--- src/rtl/imem_loader_pkg.sv ---
// rtl/imem_loader_pkg.sv - shared state encoding and field widths for the instruction-memory loader
package imem_loader_pkg;

    localparam int HDR_WIDTH  = 16;
    localparam int BYTE_WIDTH = 8;

    typedef enum logic [2:0] {
        ST_IDLE = 3'd0,
        ST_HDR0 = 3'd1,
        ST_HDR1 = 3'd2,
        ST_DATA = 3'd3,
        ST_WR   = 3'd4,
        ST_DONE = 3'd5,
        ST_ERR  = 3'd6
    } state_t;

endpackage

--- src/rtl/imem_loader_byte_packer.sv ---
// rtl/imem_loader_byte_packer.sv - shifts stream bytes into a big-endian word
// full flags that the byte being loaded now completes the word; the index then wraps to 0.
module imem_loader_byte_packer
    import imem_loader_pkg::*;
#(
    parameter int WIDTH = 32
) (
    input  logic                  clk,
    input  logic                  rst,
    input  logic                  clear,
    input  logic                  load,
    input  logic [BYTE_WIDTH-1:0] in_data,
    output logic [WIDTH-1:0]      word_next,
    output logic                  full
);

    localparam int NB    = WIDTH / BYTE_WIDTH;
    localparam int IDX_W = (NB > 1) ? $clog2(NB) : 1;

    logic [WIDTH-1:0] word_q, word_d;
    logic [IDX_W-1:0] idx_q, idx_d;

    assign word_next = (word_q << BYTE_WIDTH) | WIDTH'(in_data);
    assign full      = (idx_q == IDX_W'(NB - 1));

    always_comb begin
        word_d = word_q;
        idx_d  = idx_q;
        if (clear) begin
            word_d = '0;
            idx_d  = '0;
        end else if (load) begin
            word_d = word_next;
            idx_d  = full ? '0 : idx_q + 1'b1;
        end
    end

    always_ff @(posedge clk or posedge rst) begin
        if (rst) begin
            word_q <= '0;
            idx_q  <= '0;
        end else begin
            word_q <= word_d;
            idx_q  <= idx_d;
        end
    end

endmodule

--- src/rtl/imem_loader.sv ---
// rtl/imem_loader.sv - loads a counted byte stream into instruction memory, holding the core while busy
module imem_loader
    import imem_loader_pkg::*;
#(
    parameter int WIDTH      = 32,
    parameter int ADDR_WIDTH = 10
) (
    input  logic                  clk,
    input  logic                  rst,
    input  logic                  start,
    input  logic [7:0]            in_data,
    input  logic                  in_valid,
    output logic                  in_ready,
    output logic                  mem_we,
    output logic [ADDR_WIDTH-1:0] mem_addr,
    output logic [WIDTH-1:0]      mem_wdata,
    output logic                  busy,
    output logic                  done,
    output logic                  error,
    output logic [ADDR_WIDTH:0]   words_loaded
);

    localparam int unsigned MAX_WORDS = 32'd1 << ADDR_WIDTH;

    state_t                 state_q, state_d;
    logic [HDR_WIDTH-1:0]   count_q, count_d;
    logic [ADDR_WIDTH-1:0]  addr_q, addr_d;
    logic [ADDR_WIDTH:0]    words_q, words_d;
    logic [ADDR_WIDTH-1:0]  mem_addr_q, mem_addr_d;
    logic [WIDTH-1:0]       mem_wdata_q, mem_wdata_d;
    logic                   pk_clear, pk_load, pk_full, xfer;
    logic [WIDTH-1:0]       pk_word_next;
    logic [HDR_WIDTH-1:0]   n_hdr;

    imem_loader_byte_packer #(.WIDTH(WIDTH)) u_packer (
        .clk       (clk),
        .rst       (rst),
        .clear     (pk_clear),
        .load      (pk_load),
        .in_data   (in_data),
        .word_next (pk_word_next),
        .full      (pk_full)
    );

    assign in_ready     = (state_q == ST_HDR0) || (state_q == ST_HDR1) || (state_q == ST_DATA);
    assign busy         = in_ready || (state_q == ST_WR);
    assign mem_we       = (state_q == ST_WR);
    assign done         = (state_q == ST_DONE);
    assign error        = (state_q == ST_ERR);
    assign mem_addr     = mem_addr_q;
    assign mem_wdata    = mem_wdata_q;
    assign words_loaded = words_q;
    assign xfer         = in_valid && in_ready;
    assign n_hdr        = {count_q[HDR_WIDTH-1 -: BYTE_WIDTH], in_data};

    always_comb begin
        state_d     = state_q;
        count_d     = count_q;
        addr_d      = addr_q;
        words_d     = words_q;
        mem_addr_d  = mem_addr_q;
        mem_wdata_d = mem_wdata_q;
        pk_clear    = 1'b0;
        pk_load     = 1'b0;
        case (state_q)
            ST_IDLE, ST_DONE, ST_ERR: begin
                if (start) begin
                    state_d  = ST_HDR0;
                    words_d  = '0;
                    pk_clear = 1'b1;
                end
            end
            ST_HDR0: begin
                if (xfer) begin
                    count_d[HDR_WIDTH-1 -: BYTE_WIDTH] = in_data;
                    state_d = ST_HDR1;
                end
            end
            ST_HDR1: begin
                if (xfer) begin
                    count_d = n_hdr;
                    if (n_hdr == '0) begin
                        state_d = ST_DONE;
                    end else if (32'(n_hdr) > MAX_WORDS) begin
                        state_d = ST_ERR;
                    end else begin
                        state_d  = ST_DATA;
                        addr_d   = '0;
                        pk_clear = 1'b1;
                    end
                end
            end
            ST_DATA: begin
                if (xfer) begin
                    pk_load = 1'b1;
                    // Capture the write port on the completing byte so it is valid throughout WR.
                    if (pk_full) begin
                        state_d     = ST_WR;
                        mem_addr_d  = addr_q;
                        mem_wdata_d = pk_word_next;
                    end
                end
            end
            ST_WR: begin
                addr_d  = addr_q + 1'b1;
                words_d = words_q + 1'b1;
                state_d = (32'(words_q) + 32'd1 == 32'(count_q)) ? ST_DONE : ST_DATA;
            end
            default: state_d = ST_IDLE;
        endcase
    end

    always_ff @(posedge clk or posedge rst) begin
        if (rst) begin
            state_q     <= ST_IDLE;
            count_q     <= '0;
            addr_q      <= '0;
            words_q     <= '0;
            mem_addr_q  <= '0;
            mem_wdata_q <= '0;
        end else begin
            state_q     <= state_d;
            count_q     <= count_d;
            addr_q      <= addr_d;
            words_q     <= words_d;
            mem_addr_q  <= mem_addr_d;
            mem_wdata_q <= mem_wdata_d;
        end
    end

endmodule

--- config.mk ---
export PLATFORM = sky130hd
export DESIGN_NAME = imem_loader
export DESIGN_NICKNAME = d
export VERILOG_FILES = /design/src/rtl/imem_loader_pkg.sv /design/src/rtl/imem_loader_byte_packer.sv /design/src/rtl/imem_loader.sv
export SDC_FILE = /design/constraint.sdc
export NUM_CORES = 1
export LEC_CHECK = 0
export ABC_AREA = 1
export CAP_MARGIN = 20
export CORE_MARGIN = 2
export CORE_UTILIZATION = 50
export CTS_BUF_LIST = sky130_fd_sc_hd__clkbuf_4 sky130_fd_sc_hd__clkbuf_8
export DETAILED_ROUTE_END_ITERATION = 6
export HOLD_SLACK_MARGIN = 0.02
export PLACE_DENSITY = 0.86
export SLEW_MARGIN = 20
export SYNTH_ARGS = -nofsm -noshare
export SYNTH_HDL_FRONTEND = slang
export SYNTH_SLANG_ARGS = --single-unit
--- constraint.sdc ---
create_clock -name clk -period 3.9 [get_ports clk]
set_input_delay 0.585 -clock clk [delete_from_list [all_inputs] [get_ports clk]]
set_output_delay 0.585 -clock clk [all_outputs]
set_load 0.02 [all_outputs]
==> impl_results.md <==
- Post-Syn Area: between 4000 and 5000 um^2
- Pleak: 2.74 nW
- H-tree depth: 3
- Synth area leader: dfrtp_1
- DRC: 0
- CTS clk-pin slew, worst paths: 0.10 ns
- Max Slew Vio Count: 0
- Postcts setup bufs: 0
- Number of global-route vias before repair: approximately 4200
- Yosys reg bits: 108
- Tcrit/Tclk final: between 70% and 80%
- CP Data Arrival Time: 2.29 ns
- Wirelength per Cell: 15.0 um
- TritonCTS Sinks: 108
- Yosys cell types: 32
- Post-layout min period: 2.87 ns
- Pin count of the biggest net entering global routing: 69
- Mean Syn Cell Area: 8.44 um^2
- IO Port Bufs: 69
- Total track usage: around 23%
- Syn_nets: about 600
- Gate count of the mapped netlist: 589
- 1st-pass router iterations: 5
- Worst Setup Start Kind: register
- CORE AREA: 9730 um^2
- Sequential-to-total area share from yosys stat: 54.4%
- Req. time, crit path: 3.31 ns
- GPL Wtd Cong: 0.864
- Die Span X: 104 um
- Crit path kind: reg -> out
- Initial DRC count: about 260
- Worst Skew: 0.00845 ns
- Post-route ant nets: 0
- Register Area: 2700 um^2
- Pre-CTS setup slack: 1.22 ns
- Multi-input gate area: 1930 um^2
- DP HPWL: 8.53 mm
- Slew margin rel.: 38.6%
- Pwr Density: around 530 nW/um^2
- Status: complete, no violations
- Root buffer cell: clkbuf_8
- Final setup violating endpoints: 0
- Row count: 36
- Critical path endpoint category: output port
- Antenna cells: 0
- Routed WL: 11.9 mm
- # IOs: 70
- Area Growth Syn to Fin: 19.3%
- Die Ht: 104 um
- Top cell type's share of synthesized area: about 54%
- CTS Buffer Depth: 2
- Area contributors post-synth: dfrtp_1 54%, nand2_1 14%, o21ai_0 5.2%
- CTS resizes: 0
- Layout cells sized above 1: 7.45%
- Slew @ Worst Pin: 0.920 ns
- VDD IR-drop max: 0.000258 V
- Hold_buf cts: 0
- Vias: approximately 4300
- Highest clock rate: 348 MHz
- Setup WS post-layout: slightly above 1 ns
- Max-Cap Viols: 0
- Worst-Skew Late Latency: 0.37 ns
- Die area: 10800 um^2
- Nets@finish: approximately 670
- Crit Path Max Fanout: 16
- Setup TNS Final: 0 ns
- Fin util: 60.9%
- Initial core utilization: 51.1%
- Worst hold path type: reg -> reg
- Vias/cell: 5.45
- CTS tree: built
- RSZ-0062 raised after global routing: no
- Fillers: slightly above 800
- Yosys warning total: 0
- Num CTS Buffers: 9
- First-pass GRT wire length: 19.9 mm
- GRT Residual Overflow: 0
- Initial antenna violation count: 0
- Hold Vio Cnt, Final: 0
==> area by class of cell <==
type,count,share of cell area [%]
Sequential cell,108,45.6
Timing Repair Buffer,73,12.2
Multi-Input combinational cell,399,32.5
Clock buffer,9,2.09
Clock inverter,6,0.802
Tap cell,133,2.81
Inverter,63,4.03
==> sequential cells by signal, indices dropped and copies added, names as in the netlist <==
name	count
u_packer.word_q	24
mem_addr	10
mem_wdata	32
count_q	16
addr_q	10
state_q	3
words_loaded	11
u_packer.idx_q	2
==> per-layer routing <==
| layer | global-route usage (%) | up-vias | wire [um] |
|---|---|---|---|
| met5 | 0 | - | 0 |
| met4 | 9.94 | 0 | 298 |
| met3 | 2.77 | 27 | 528 |
| met2 | 38.5 | 156 | 5970 |
| met1 | 29.2 | 2072 | 5070 |
| li1 | - | 2054 | - |
==> cell families after synthesis <==
logic type / Yosys count / synth area share [%]
fa+ha+maj: 3 / 0.756
flops: 108 / 54.4
compound gates: 103 / 11.0
simple gates: 287 / 26.0
xor+xnor: 6 / 1.06
buf+inv: 82 / 6.82
==> placed cells by master (no fill, tap or decap), types with 2 or more instances in the layout <==
cell               n
a21oi_1           16
a22o_1             2
buf_4              4
clkbuf_8           9
clkdlybuf4s50_1   69
dfrtp_1          108
ha_1               3
inv_1             55
inv_2              7
inv_6              3
nand2_1          180
nand2_2           10
nand3_1           32
nand3b_1           3
nand4_1           23
nor2_1            21
nor2_2             6
nor2_4             3
nor3_1             2
nor4_1             3
o21ai_0           52
o21ai_1           24
o22ai_1            5
o31ai_1            2
xor2_1             6
==> critical path, stage by stage (launching register included) <==
cell             delay (ns)
dfrtp_1                0.55
inv_2                  0.11
nor2_2                 0.11
buf_4                  0.24
inv_2                  0.18
nand2_1                0.11
clkdlybuf4s50_1        0.60
==> power breakdown <==
part	internal, mW	switching (mW)
clock network	0.236	0.386
logic	0.346	0.628
registers	1.33	0.201
==> synth_stat cells <==
library cell	number
buf_2	9
a22oi_1	1
a31oi_2	1
nor3_1	2
nor2_8	1
nor2_2	6
clkbuf_2	1
nor2_4	3
o21ai_0	52
dfrtp_1	108
inv_1	56
a22o_1	2
o21ai_1	24
nand3_1	32
o22ai_1	5
and2_1	1
nor3_4	1
nor2_1	21
and3_1	1
inv_2	7
buf_4	1
ha_1	3
nand2_2	10
nand3b_1	3
buf_6	2
nand4_1	23
clkbuf_1	6
o31ai_1	2
nor4_1	3
nand2_1	180
a21oi_1	16
xor2_1	6
==> per-stage QoR <==
stage	hold slack, ns	instance area [um^2]	std cells	power, mW
floorplan	0.449	4970	589	2.20
global placement	0.460	5760	776	2.45
detailed placement	0.457	5760	776	2.51
CTS	0.483	5930	791	3.13
global route	0.510	5930	791	3.33
finish	0.481	5930	791	3.13
==> final timing paths <==
kind	end	slack, ns	from	cells after the start
worst max-delay path	busy	1.03	state_q[2]	6
worst min-delay path	mem_wdata[29]	0.48	mem_wdata[29]	2
worst max register to register	mem_wdata[18]	1.61	state_q[2]	6
worst min register to register	mem_wdata[29]	0.48	mem_wdata[29]	2
max in group asynchronous	words_loaded[1]	2.34	rst	3
min in group asynchronous	mem_wdata[20]	0.71	rst	2
Power figures use the tool's default switching activity.
